### src/rtl/seq_div_top.sv
// Sequential unsigned divider using repeated subtraction.
// The dividend and divisor arrive on the shared data_in bus on consecutive
// cycles, starting with the start pulse. The controller FSM sequences the
// datapath registers A (dividend), B (divisor), R (remainder) and Q (quotient).
module seq_div_top #(
  parameter int unsigned WIDTH = 16
) (
  input  logic             clk,
  input  logic             rst_n,
  input  logic             start,
  input  logic [WIDTH-1:0] data_in,
  output logic             done,
  output logic             busy,
  output logic             div_by_zero,
  output logic [WIDTH-1:0] quotient,
  output logic [WIDTH-1:0] remainder
);

  typedef enum logic [2:0] {
    IDLE,
    LOAD_B,
    CHECK,
    SUB,
    DONE
  } state_t;

  state_t           state;
  logic [WIDTH-1:0] a_reg;
  logic [WIDTH-1:0] b_reg;
  logic [WIDTH-1:0] r_reg;
  logic [WIDTH-1:0] q_reg;
  logic             dbz_reg;
  logic             r_ge_b;

  // Compare that guards each subtraction step and ends the SUB loop
  always_comb begin
    r_ge_b = (r_reg >= b_reg);
  end

  // Controller: state sequencing; start is honoured only in IDLE and DONE
  always_ff @(posedge clk or negedge rst_n) begin
    if (!rst_n) begin
      state <= IDLE;
    end else begin
      case (state)
        IDLE:    if (start) state <= LOAD_B;
        LOAD_B:  state <= CHECK;
        CHECK:   state <= (b_reg == '0) ? DONE : SUB;
        SUB:     if (!r_ge_b) state <= DONE;
        DONE:    if (start) state <= LOAD_B;
        default: state <= IDLE;
      endcase
    end
  end

  // Datapath: operand capture, initialisation and repeated subtraction
  always_ff @(posedge clk or negedge rst_n) begin
    if (!rst_n) begin
      a_reg   <= '0;
      b_reg   <= '0;
      r_reg   <= '0;
      q_reg   <= '0;
      dbz_reg <= 1'b0;
    end else begin
      case (state)
        IDLE, DONE: begin
          if (start) a_reg <= data_in;
        end
        LOAD_B: begin
          b_reg <= data_in;
        end
        CHECK: begin
          r_reg <= a_reg;
          if (b_reg == '0) begin
            q_reg   <= '1;
            dbz_reg <= 1'b1;
          end else begin
            q_reg   <= '0;
            dbz_reg <= 1'b0;
          end
        end
        SUB: begin
          if (r_ge_b) begin
            r_reg <= r_reg - b_reg;
            q_reg <= q_reg + WIDTH'(1);
          end
        end
        default: begin
        end
      endcase
    end
  end

  // Moore status outputs decoded from the state register
  always_comb begin
    done = (state == DONE);
    busy = (state == LOAD_B) || (state == CHECK) || (state == SUB);
  end

  assign div_by_zero = dbz_reg;
  assign quotient    = q_reg;
  assign remainder   = r_reg;

endmodule

### config.mk
export PLATFORM = sky130hd
export DESIGN_NAME = seq_div_top
export DESIGN_NICKNAME = d
export VERILOG_FILES = /design/src/rtl/seq_div_top.sv
export SDC_FILE = /design/constraint.sdc
export NUM_CORES = 1
export LEC_CHECK = 0
export ABC_AREA = 0
export CAP_MARGIN = 20
export CORE_UTILIZATION = 55
export CTS_CLUSTER_SIZE = 16
export DETAILED_ROUTE_END_ITERATION = 6
export PLACE_DENSITY_LB_ADDON = 0.08
export SYNTH_ARGS = -nofsm -noshare
export SYNTH_HDL_FRONTEND = slang
export SYNTH_SLANG_ARGS = --single-unit
export TNS_END_PERCENT = 50
### constraint.sdc
create_clock -name clk -period 6.9 [get_ports clk]
set_input_delay 1.38 -clock clk [delete_from_list [all_inputs] [get_ports clk]]
set_output_delay 1.38 -clock clk [all_outputs]
set_load 0.05 [all_outputs]
==> results of run 1 <==
-- cell usage in the layout, fill, tap and decap left out, types with 4 or more instances in the layout --
cell type        instances
a21oi_1                 34
a311oi_1                 5
a31oi_1                 13
and2_1                   9
and3_1                   8
clkbuf_8                10
clkdlybuf4s50_1         52
dfrtp_1                 68
ha_1                    17
inv_1                   21
mux2_2                  18
nand2_1                 56
nand2b_1                 4
nand3_1                 15
nand4_1                  7
nor2_1                  32
nor4_1                   4
o21a_1                   6
o21ai_0                 38
xnor2_1                  7
-- worst min-delay path by stage --
stage	start	end	slack (ns)	depth (start not counted)
after CTS	a_reg[5]$_DFFE_PN0P_	a_reg[5]$_DFFE_PN0P_	0.51	1
after global routing	a_reg[5]$_DFFE_PN0P_	a_reg[5]$_DFFE_PN0P_	0.52	1
final	a_reg[5]$_DFFE_PN0P_	a_reg[5]$_DFFE_PN0P_	0.51	1
after detailed placement	a_reg[5]$_DFFE_PN0P_	a_reg[5]$_DFFE_PN0P_	0.50	1
after global placement	a_reg[9]$_DFFE_PN0P_	a_reg[9]$_DFFE_PN0P_	0.49	1
after floorplan	a_reg[1]$_DFFE_PN0P_	a_reg[1]$_DFFE_PN0P_	0.48	1
-- cells by family (layout without fill, tap and decap cells) --
group / after synthesis / in the layout / share of synthesized area
adder cells (fa/ha/maj): 18 / 18 / 0.0583
AO/OA/AOI/OAI: 128 / 128 / 0.202
flip-flops: 68 / 68 / 0.426
multiplexers: 20 / 20 / 0.0558
XOR/XNOR: 9 / 9 / 0.0198
AND/OR/NAND/NOR: 153 / 153 / 0.188
buffers and inverters: 43 / 92 / 0.0492
-- per-stage QoR --
| stage | setup slack (ns) | cells | util |
|---|---|---|---|
| 2_1_floorplan | 4.25 | 439 | - |
| 3_3_place_gp | 3.78 | 568 | 0.657 |
| 3_5_place_dp | 3.76 | 568 | 0.657 |
| 4_1_cts | 3.37 | 584 | 0.688 |
| 5_1_grt | 3.23 | 584 | 0.688 |
| 6_report | 3.36 | 584 | 0.688 |
-- per-layer routing --
| metal | up-vias | share of wire |
|---|---|---|
| met4 | 0 | 0.024 |
| met1 | 1700 | 0.46 |
| met5 | - | 0 |
| li1 | 1671 | - |
| met3 | 24 | 0.054 |
| met2 | 128 | 0.47 |
-- final cells by class --
cell class / count / area (sq um) / share of cell area
Clock buffer: 11 / 141 / 0.0297
Timing Repair Buffer: 55 / 541 / 0.114
Inverter: 21 / 78.8 / 0.0166
Tap cell: 96 / 120 / 0.0253
Sequential cell: 68 / 1700 / 0.358
Multi-Input combinational cell: 328 / 2100 / 0.441
Clock inverter: 5 / 75.1 / 0.0158
-- worst max-delay path: stages (launching register included) --
cell and delay, ns:
dfrtp_1 0.69, nor2_1 0.15, nor2_1 0.14, clkdlybuf4s50_1 0.82
==> summary.md, run 1 <==
| Metric | Value |
|---|---|
| Status | finished, final reports clean |
| Reg2Reg Launch Point | b_reg[0]$_DFFE_PN0P_ |
| Root buf cell | clkbuf_8 |
| Post-synth top cells | dfrtp_1, nand2_1, o21ai_0, a21oi_1, nor2_1 |
| Antenna fix cells | 0 |
| Clock Latency Late Sink | 0.35 ns |
| Layout cells sized above 1 | 0.0902 |
| FF-to-FF path depth | 9 |
| GPL Wtd Cong | 0.866 |
| Startpoint Class | flop |
| Die Area | 7600 sq um |
| Fin Clk Skew | roughly 0.0065 ns |
| Setup TNS | 0 ns |
| CP arrival | around 2.2 ns |
| Area share of the largest cell type after synthesis | 0.426 |
| Mapped Cells | between 400 and 500 |
| Asr flop ratio synth | 1.00 |
| Die Span X | roughly 87 um |
| H-tree depth | 3 |
| Layer with the highest usage | met2 |
| Max cap viols | 0 |
| Clock Sinks | about 70 |
| Met3 Use GR | 0.0616 |
| Final setup vio count | 0 |
| Rel. slew slack | 0.327 |
| Seq cells post-synth | ~70 |
| Post-CTS setup buffer count | 0 |
| Core Area | 6910 sq um |
| Post-synth EDFFs | 0 |
| Final Cell Area | approximately 4800 sq um |
| Clock Path Buffers | 2 |
| Critical Path End | busy |
| CP Capture Type | output pin |
| Chip Height | roughly 87 um |
| Ys Warns | 0 |
| Inserted Clock Buffers | 9 |
| # IOs | 54 |
| Fin. max-slew vios | 0 |
| GR Util met1 | 0.382 |
| Critical Path Fanout Max | 19 |
| Post-synth cell types | 55 |
| Filler cells | between 500 and 600 |
| Area Growth Syn to Fin | 19.1% |
| Initial Utilization | 0.578 |
| Initial drt markers | 230 |
| First-pass GRT wire length | between 15 and 20 mm |
| Drc violations | 0 |
| WL/cell | about 16 um |
| Remaining antenna violation count after routing | 0 |
| Area post-placement | 4540 sq um |
| Hold Vio Cnt, Final | 0 |
| Global Route Usage Sum | 0.272 |
| Met2 Resource Use GR | 0.409 |
| DR pass1 iterations | 5 |
| GRT Residual Overflow | 0 |
| Hold WS | approximately 0.51 ns |
| Post-Route WL | 9.53 mm |
| Required @ worst endpoint | between 5 and 6 ns |
| Peak Freq | between 200 and 300 MHz |
| Synth area leaders | dfrtp_1, ha_1, nand2_1 |
| Worst-path clk slew | 0.07 ns |
| DP HPWL | 6.62 mm |
| Minimum clock period | between 3 and 4 ns |
| Port bufs | between 50 and 60 |
| DR vias | between 3k and 4k |
| Synthesized area per cell | 9.09 sq um |
| Fin nets | between 500 and 600 |
| Hold crit path type | flop to flop |
| Setup crit start | state[0]$_DFFE_PN0P_ |
| # resized after CTS | 0 |
| Most used DFF post-synth | dfrtp_1 |
| Post-DR vias/cell | ~6.0 |
| Mapped cell area | 3990 sq um |
| FF-to-FF End | quotient[13]$_DFFE_PN0P_ |
| Sequential area share after synthesis | 0.426 |
| Area leader, netlist | dfrtp_1 |
| Syn nets | about 480 |
| CTS hold repair buffers | 0 |
| Core Rows | 30 |
| Antenna violations before repair | 0 |
| RSZ-0062 raised after global routing | no |
| Most common cell in the netlist | dfrtp_1 |
| CP Class | flop to output pin |
| Largest net degree at the start of global routing | slightly below 70 |
| Vias in the first global route | around 3.2k |
| Tcrit/Tclk final | 0.513 |
| Worst R2R Setup Slack | around 3.9 ns |
| CTS tree | built |
| Worst-margin pin slew | just over 1 ns |
Power of run 1 is left out: the tool's default activity adds up to more than one toggle a clock period on the data nets, which glitch-free logic cannot reach.
==> run 2, diff against run 1 <==
--- a/config.mk
+++ b/config.mk
@@ -7,7 +7,7 @@
 export LEC_CHECK = 0
 export ABC_AREA = 0
 export CAP_MARGIN = 20
-export CORE_UTILIZATION = 55
+export CORE_UTILIZATION = 50
 export CTS_CLUSTER_SIZE = 16
 export DETAILED_ROUTE_END_ITERATION = 6
 export PLACE_DENSITY_LB_ADDON = 0.08
==> constraint.sdc (replaced) <==
create_clock -name clk -period 3.25 [get_ports clk]
set_input_delay 0.65 -clock clk [delete_from_list [all_inputs] [get_ports clk]]
set_output_delay 0.65 -clock clk [all_outputs]
set_load 0.05 [all_outputs]
==> run 2 against run 1 <==
Non-clock buffer count rose by 3. Critical path depth stayed put. Final area is 0.21% higher. Die area is 9.8% higher. Routed wire length up 4.1%. Hold slack worse by 0.16 ns. Clock skew is 0.0022 ns higher. Utilization down 7.2 points. Sequential cell count stayed put. Cell count increased by 1.5%. Count of clock-buffer cells in the layout is the same. Critical endpoint unchanged.
==> summary.md, run 2 (synthesis gave the netlist of run 1 again) <==
| Metric | Value |
|---|---|
| Status | finished, final reports clean |
| Remaining antenna violation count after routing | 0 (unchanged) |
| Post-Route WL | 9.91 mm (+4.1%) |
| Fin. max-slew vios | 0 (unchanged) |
| Fin Clk Skew | 0.00861 ns (+0.00216 ns) |
| Tcrit/Tclk final | 0.875 |
| Root buf cell | clkbuf_8 |
| Most frequent cells in the layout | dfrtp_1, nand2_1, clkdlybuf4s50_1 |
| Largest net degree at the start of global routing | 39 (-43%) |
| Core Rows | 32 (+6.7%) |
| Fin nets | 523 (+0.58%) |
| Area Growth Syn to Fin | 19.3% |
| Clock Latency Late Sink | 0.35 ns (about the same) |
| Slowest cell on the critical path | clkdlybuf4s50_1 |
| Setup TNS | 0 ns (unchanged) |
| Vias in the first global route | 3284 (+1.1%) |
| Setup crit start | state[0]$_DFFE_PN0P_ |
| Hold crit path type | primary input to async pin |
| Chip Height | 91.3 um (+4.8%) |
| Slowest stage delay, CP | 0.81 ns (about the same) |
| Hold Vio Cnt, Final | 0 (unchanged) |
| Final setup vio count | 0 (unchanged) |
| DR vias | 3472 (-1.4%) |
| Clock Sinks | 68 (unchanged) |
| Critical Path End | busy |
| Worst-margin pin slew | 0.731 ns (-0.279 ns) |
| Startpoint Class | flop |
| Initial drt markers | 132 (-43%) |
| # IOs | 54 (unchanged) |
| RSZ-0062 raised after global routing | no |
| Global Route Usage Sum | 0.251 (-0.0214) |
| Worst R2R Setup Slack | 0.66 ns (-3.28 ns) |
| First-pass GRT wire length | 16.2 mm (+3.3%) |
| FF-to-FF End | quotient[12]$_DFFE_PN0P_ |
| Core Area | 7730 sq um (+12%) |
| Non-filler instance count after layout | 593 (+1.5%) |
| Reg2Reg Launch Point | remainder[6]$_DFFE_PN0P_ |
| CP Class | flop to output pin |
| Bufs and invs on worst path | 1 (unchanged) |
| Drc violations | 0 (unchanged) |
| Cell repeated most along the worst path | nor2_1 |
| Post-DR vias/cell | 5.85 (-2.9%) |
| GRT Residual Overflow | 0 (unchanged) |
| Inserted Clock Buffers | 9 (unchanged) |
| Max cap viols | 0 (unchanged) |
| Clock Path Buffers | 2 (unchanged) |
| Required @ worst endpoint | 2.60 ns (-2.92 ns) |
| CTS tree | built |
| Final Cell Area | 4760 sq um (+0.21%) |
| FF-to-FF path depth | 7 (-2) |
| CP Capture Type | output pin |
| Final Util | 0.616 (-0.0718) |
| Crit-path cells | nor2_1 -> nor2_1 -> clkdlybuf4s50_1 |
| DR pass1 iterations | 5 (unchanged) |
| DP HPWL | 7.11 mm (+7.3%) |
| Layout cells sized above 1 | 0.0937 (+0.00352) |
| Post-CTS setup buffer count | 0 (unchanged) |
| CP arrival | 2.19 ns (+0.03 ns) |
| Area post-placement | 4580 sq um (+0.94%) |
| Top delay family on crit path | buffers and inverters |
| Die Area | 8340 sq um (+9.8%) |
| CP Depth | 3 (unchanged) |
| H-tree depth | 3 (unchanged) |
| CTS hold repair buffers | 0 (unchanged) |
| Critical Path Fanout Max | 19 (unchanged) |
| Port bufs | 53 (unchanged) |
| Antenna violations before repair | 0 (unchanged) |
| Inst Count DP | 577 (+1.6%) |
| Minimum clock period | between 2 and 3 ns |
| Commonest non-fill, non-tap cell in the layout | dfrtp_1 |
| Die Span X | 91.3 um (+4.8%) |
| Peak Freq | between 300 and 400 MHz |
| GPL Wtd Cong | 0.842 (-2.8%) |
| WL/cell | 16.7 um (+2.5%) |
| Worst-path clk slew | 0.08 ns (about the same) |
| # resized after CTS | 0 (unchanged) |
| Antenna fix cells | 0 (unchanged) |
| Initial Utilization | 0.517 (-0.0614) |
| Rel. slew slack | 0.513 (+0.186) |
run 2: cell types whose count changed in the layout (fill, tap and decap cells not counted), sizes merged:
cell / delta
buf: +3
bufinv: -1
clkinvlp: +1
run 2: metrics by stage:
step / setup WS, ns / hold slack, ns
after global routing: 0.283 / 0.418
final: 0.408 / 0.350
after detailed placement: 0.677 / 0.496
after floorplan: 0.795 / 0.354
after CTS: 0.418 / 0.375
after global placement: 0.734 / 0.490
run 2: worst register-to-register path: cells and delay by family, from the launching register on:
family / cells / cell delay (ns)
and+or+nand+nor: 2 / 0.65
DFF: 1 / 0.41
AOI/OAI and AO/OA: 4 / 0.95
adders and majority gates: 1 / 0.44
run 2: area by class of cell:
| class | count | area [sq um] |
|---|---|---|
| clock inverters | 5 | 52.6 |
| fillers | 655 | 2960 |
| repair buffers | 58 | 576 |
| well taps | 102 | 128 |
| multi-input cells | 328 | 2100 |
| flip-flops and latches | 68 | 1700 |
| clock buffers | 11 | 131 |
| inverters | 21 | 78.8 |
run 2: worst min-delay path by stage:
stage / slack [ns] / cells after the start / to / start
global placement: 0.49 / 1 / a_reg[5]$_DFFE_PN0P_ / a_reg[5]$_DFFE_PN0P_
finish: 0.35 / 1 / quotient[14]$_DFFE_PN0P_ / rst_n
floorplan: 0.35 / 0 / a_reg[0]$_DFFE_PN0P_ / rst_n
CTS: 0.38 / 1 / quotient[14]$_DFFE_PN0P_ / rst_n
detailed placement: 0.50 / 1 / a_reg[9]$_DFFE_PN0P_ / a_reg[9]$_DFFE_PN0P_
global route: 0.42 / 1 / quotient[14]$_DFFE_PN0P_ / rst_n
run 2: layer usage:
metal | routed length, um | global-route usage | up-vias | share of wire
met4 | 148 | 0.0847 | 0 | 0.015
met5 | 0 | 0 | - | 0
met2 | 4890 | 0.427 | 92 | 0.49
met3 | 392 | 0.0377 | 13 | 0.040
met1 | 4480 | 0.327 | 1689 | 0.45
li1 | - | - | 1678 | -
Power of run 2 is left out for the same reason.
==> run 3, diff against run 2 <==
--- a/config.mk
+++ b/config.mk
@@ -7,10 +7,11 @@
 export LEC_CHECK = 0
 export ABC_AREA = 0
 export CAP_MARGIN = 20
+export CORE_ASPECT_RATIO = 0.75
 export CORE_UTILIZATION = 50
 export CTS_CLUSTER_SIZE = 16
 export DETAILED_ROUTE_END_ITERATION = 6
-export PLACE_DENSITY_LB_ADDON = 0.08
+export PLACE_DENSITY = 0.84
 export SYNTH_ARGS = -nofsm -noshare
 export SYNTH_HDL_FRONTEND = slang
 export SYNTH_SLANG_ARGS = --single-unit
==> run 3 against run 2 <==
Final area grew 0.58%. Utilization grew 2.0 points. Die area is essentially flat. Non-clock buffer count is the same. Clock skew shrank 0.00061 ns. Count of clock-buffer cells in the layout grew 2. Via count grew 4.0%. Register-to-register slack lost 0.10 ns. Maximum frequency shrank 1.1%. Sequential share of layout area shrank 0.21 points. Setup slack lost 0.030 ns. Cell count shrank 0.17%. Largest cell class unchanged. Highest routed layer unchanged.
==> summary.md, run 3 (synthesis gave the netlist of run 1 again) <==
| Metric | Value |
|---|---|
| Post-CTS setup buffer count | 0 (unchanged) |
| RSZ-0062 raised after global routing | no |
| Inserted Clock Buffers | 9 (unchanged) |
| Area Growth Syn to Fin | 20.0% |
| Worst-path clk slew | 0.07 ns (about the same) |
| Initial drt markers | 236 (+79%) |
| Clock Path Buffers | 2 (unchanged) |
| Area post-placement | 4580 sq um (about the same) |
| Status | finished, final reports clean |
| WL/cell | 17.1 um (+2.3%) |
| Layout cells sized above 1 | 0.0957 (+0.00204) |
| Chip Height | 79.4 um (-13%) |
| Drc violations | 0 (unchanged) |
| Commonest non-fill, non-tap cell in the layout | dfrtp_1 |
| Hold crit path type | primary input to async pin |
| H-tree depth | 3 (unchanged) |
| CP Capture Type | output pin |
| GRT Residual Overflow | 0 (unchanged) |
| Core Rows | 27 (-16%) |
| Setup TNS | 0 ns (unchanged) |
| Post-Route WL | 10.1 mm (+2.1%) |
| Crit-path cells | nor2_1 -> nand2_1 -> inv_1 -> clkdlybuf4s50_1 |
| # resized after CTS | 0 (unchanged) |
| Peak Freq | 348 MHz (-1.1%) |
| Remaining antenna violation count after routing | 0 (unchanged) |
| Minimum clock period | 2.87 ns (+0.0303 ns) |
| Critical Path Fanout Max | 19 (unchanged) |
| Setup slack after layout | 0.378 ns (-0.0303 ns) |
| Required @ worst endpoint | 2.60 ns (about the same) |
| Tcrit/Tclk final | 0.884 (+0.00932) |
| Core Area | 7530 sq um (-2.5%) |
| Post-DR vias/cell | 6.10 (+4.2%) |
| Worst-margin pin slew | 0.791 ns (+0.0605 ns) |
| Clock Latency Late Sink | 0.35 ns (about the same) |
| Reg2Reg Launch Point | b_reg[11]$_DFFE_PN0P_ |
| CTS tree | built |
| # IOs | 54 (unchanged) |
| Slowest stage delay, CP | 0.79 ns (-0.02 ns) |
| First-pass GRT wire length | 17.0 mm (+4.5%) |
| Root buf cell | clkbuf_8 |
| DR pass1 iterations | 5 (unchanged) |
| Max cap viols | 0 (unchanged) |
| Final Util | 0.636 (+0.0195) |
| Fin Clk Skew | 0.00800 ns (-0.000607 ns) |
| Vias in the first global route | 3504 (+6.7%) |
| Final setup vio count | 0 (unchanged) |
| Final Cell Area | 4790 sq um (+0.58%) |
| Rel. slew slack | 0.473 (-0.0403) |
| Largest net degree at the start of global routing | 36 (-7.7%) |
| Slowest cell on the critical path | clkdlybuf4s50_1 |
| DP HPWL | 7.35 mm (+3.4%) |
| Port bufs | 53 (unchanged) |
| Setup crit start | state[0]$_DFFE_PN0P_ |
| Startpoint Class | flop |
| Dpl ws | 0.599 ns (-0.0780 ns) |
| Die Area | 8350 sq um (about the same) |
| Global Route Usage Sum | 0.262 (+0.0112) |
| CP arrival | 2.22 ns (+0.03 ns) |
| Initial Utilization | 0.530 (+0.0133) |
| Die Span X | 105 um (+15%) |
| Fin. max-slew vios | 0 (unchanged) |
| CP Class | flop to output pin |
| DR vias | 3610 (+4.0%) |
| GPL Wtd Cong | 0.913 (+8.4%) |
| Antenna violations before repair | 0 (unchanged) |
| Clock Sinks | 68 (unchanged) |
| Hold Vio Cnt, Final | 0 (unchanged) |
| Most frequent cells in the layout | dfrtp_1, nand2_1, clkdlybuf4s50_1 |
| Antenna fix cells | 0 (unchanged) |
| CTS hold repair buffers | 0 (unchanged) |
| Fin nets | 523 (unchanged) |
==> run 3: cell types whose count changed in the layout (fill, tap and decap cells not counted) <==
cell / delta
clkbuf_8: +3
clkinv_2: -2
clkinv_4: +1
clkbuf_1: -1
clkinvlp_4: -1
==> run 3: path summary, 6_finish.rpt <==
| kind | endpoint | slack [ns] | cells past startpoint |
|---|---|---|---|
| max in group asynchronous | b_reg[9]$_DFFE_PN0P_ | 2.22 | 2 |
| hold / removal | quotient[14]$_DFFE_PN0P_ | 0.37 | 1 |
| setup / recovery | done | 0.38 | 4 |
| hold reg to reg | a_reg[10]$_DFFE_PN0P_ | 0.51 | 1 |
| setup reg to reg | remainder[0]$_DFFE_PN0P_ | 0.56 | 8 |
| min in group clk | a_reg[10]$_DFFE_PN0P_ | 0.51 | 1 |
==> run 3: layout make-up <==
cell class / instances / area (sq um)
Clock buffer: 13 / 169
Tap cell: 101 / 126
Fill cell: 623 / 2740
Clock inverter: 3 / 43.8
Inverter: 21 / 78.8
Timing Repair Buffer: 58 / 576
Sequential cell: 68 / 1700
Multi-Input combinational cell: 328 / 2100
==> run 3: critical path, delay by kind of cell, from the launching register on <==
family,cells,cell delay (ns)
flip-flops,1,0.60
AND/OR/NAND/NOR,2,0.39
buffers and inverters,2,0.87
==> run 3: per-stage QoR <==
| step | hold slack [ns] | cells |
|---|---|---|
| finish | 0.370 | 592 |
| floorplan | 0.354 | 439 |
| global route | 0.419 | 592 |
| detailed placement | 0.495 | 576 |
| CTS | 0.388 | 592 |
| global placement | 0.489 | 576 |
==> run 3: routing by layer <==
metal  vias up  global-route usage  wire [um]
met1      1759               0.363       4780
met2       139               0.399       4500
met5         -                   0          0
met4         0              0.0859        155
met3        22              0.0727        695
li1       1690                   -          -
Power of run 3 is left out for the same reason.
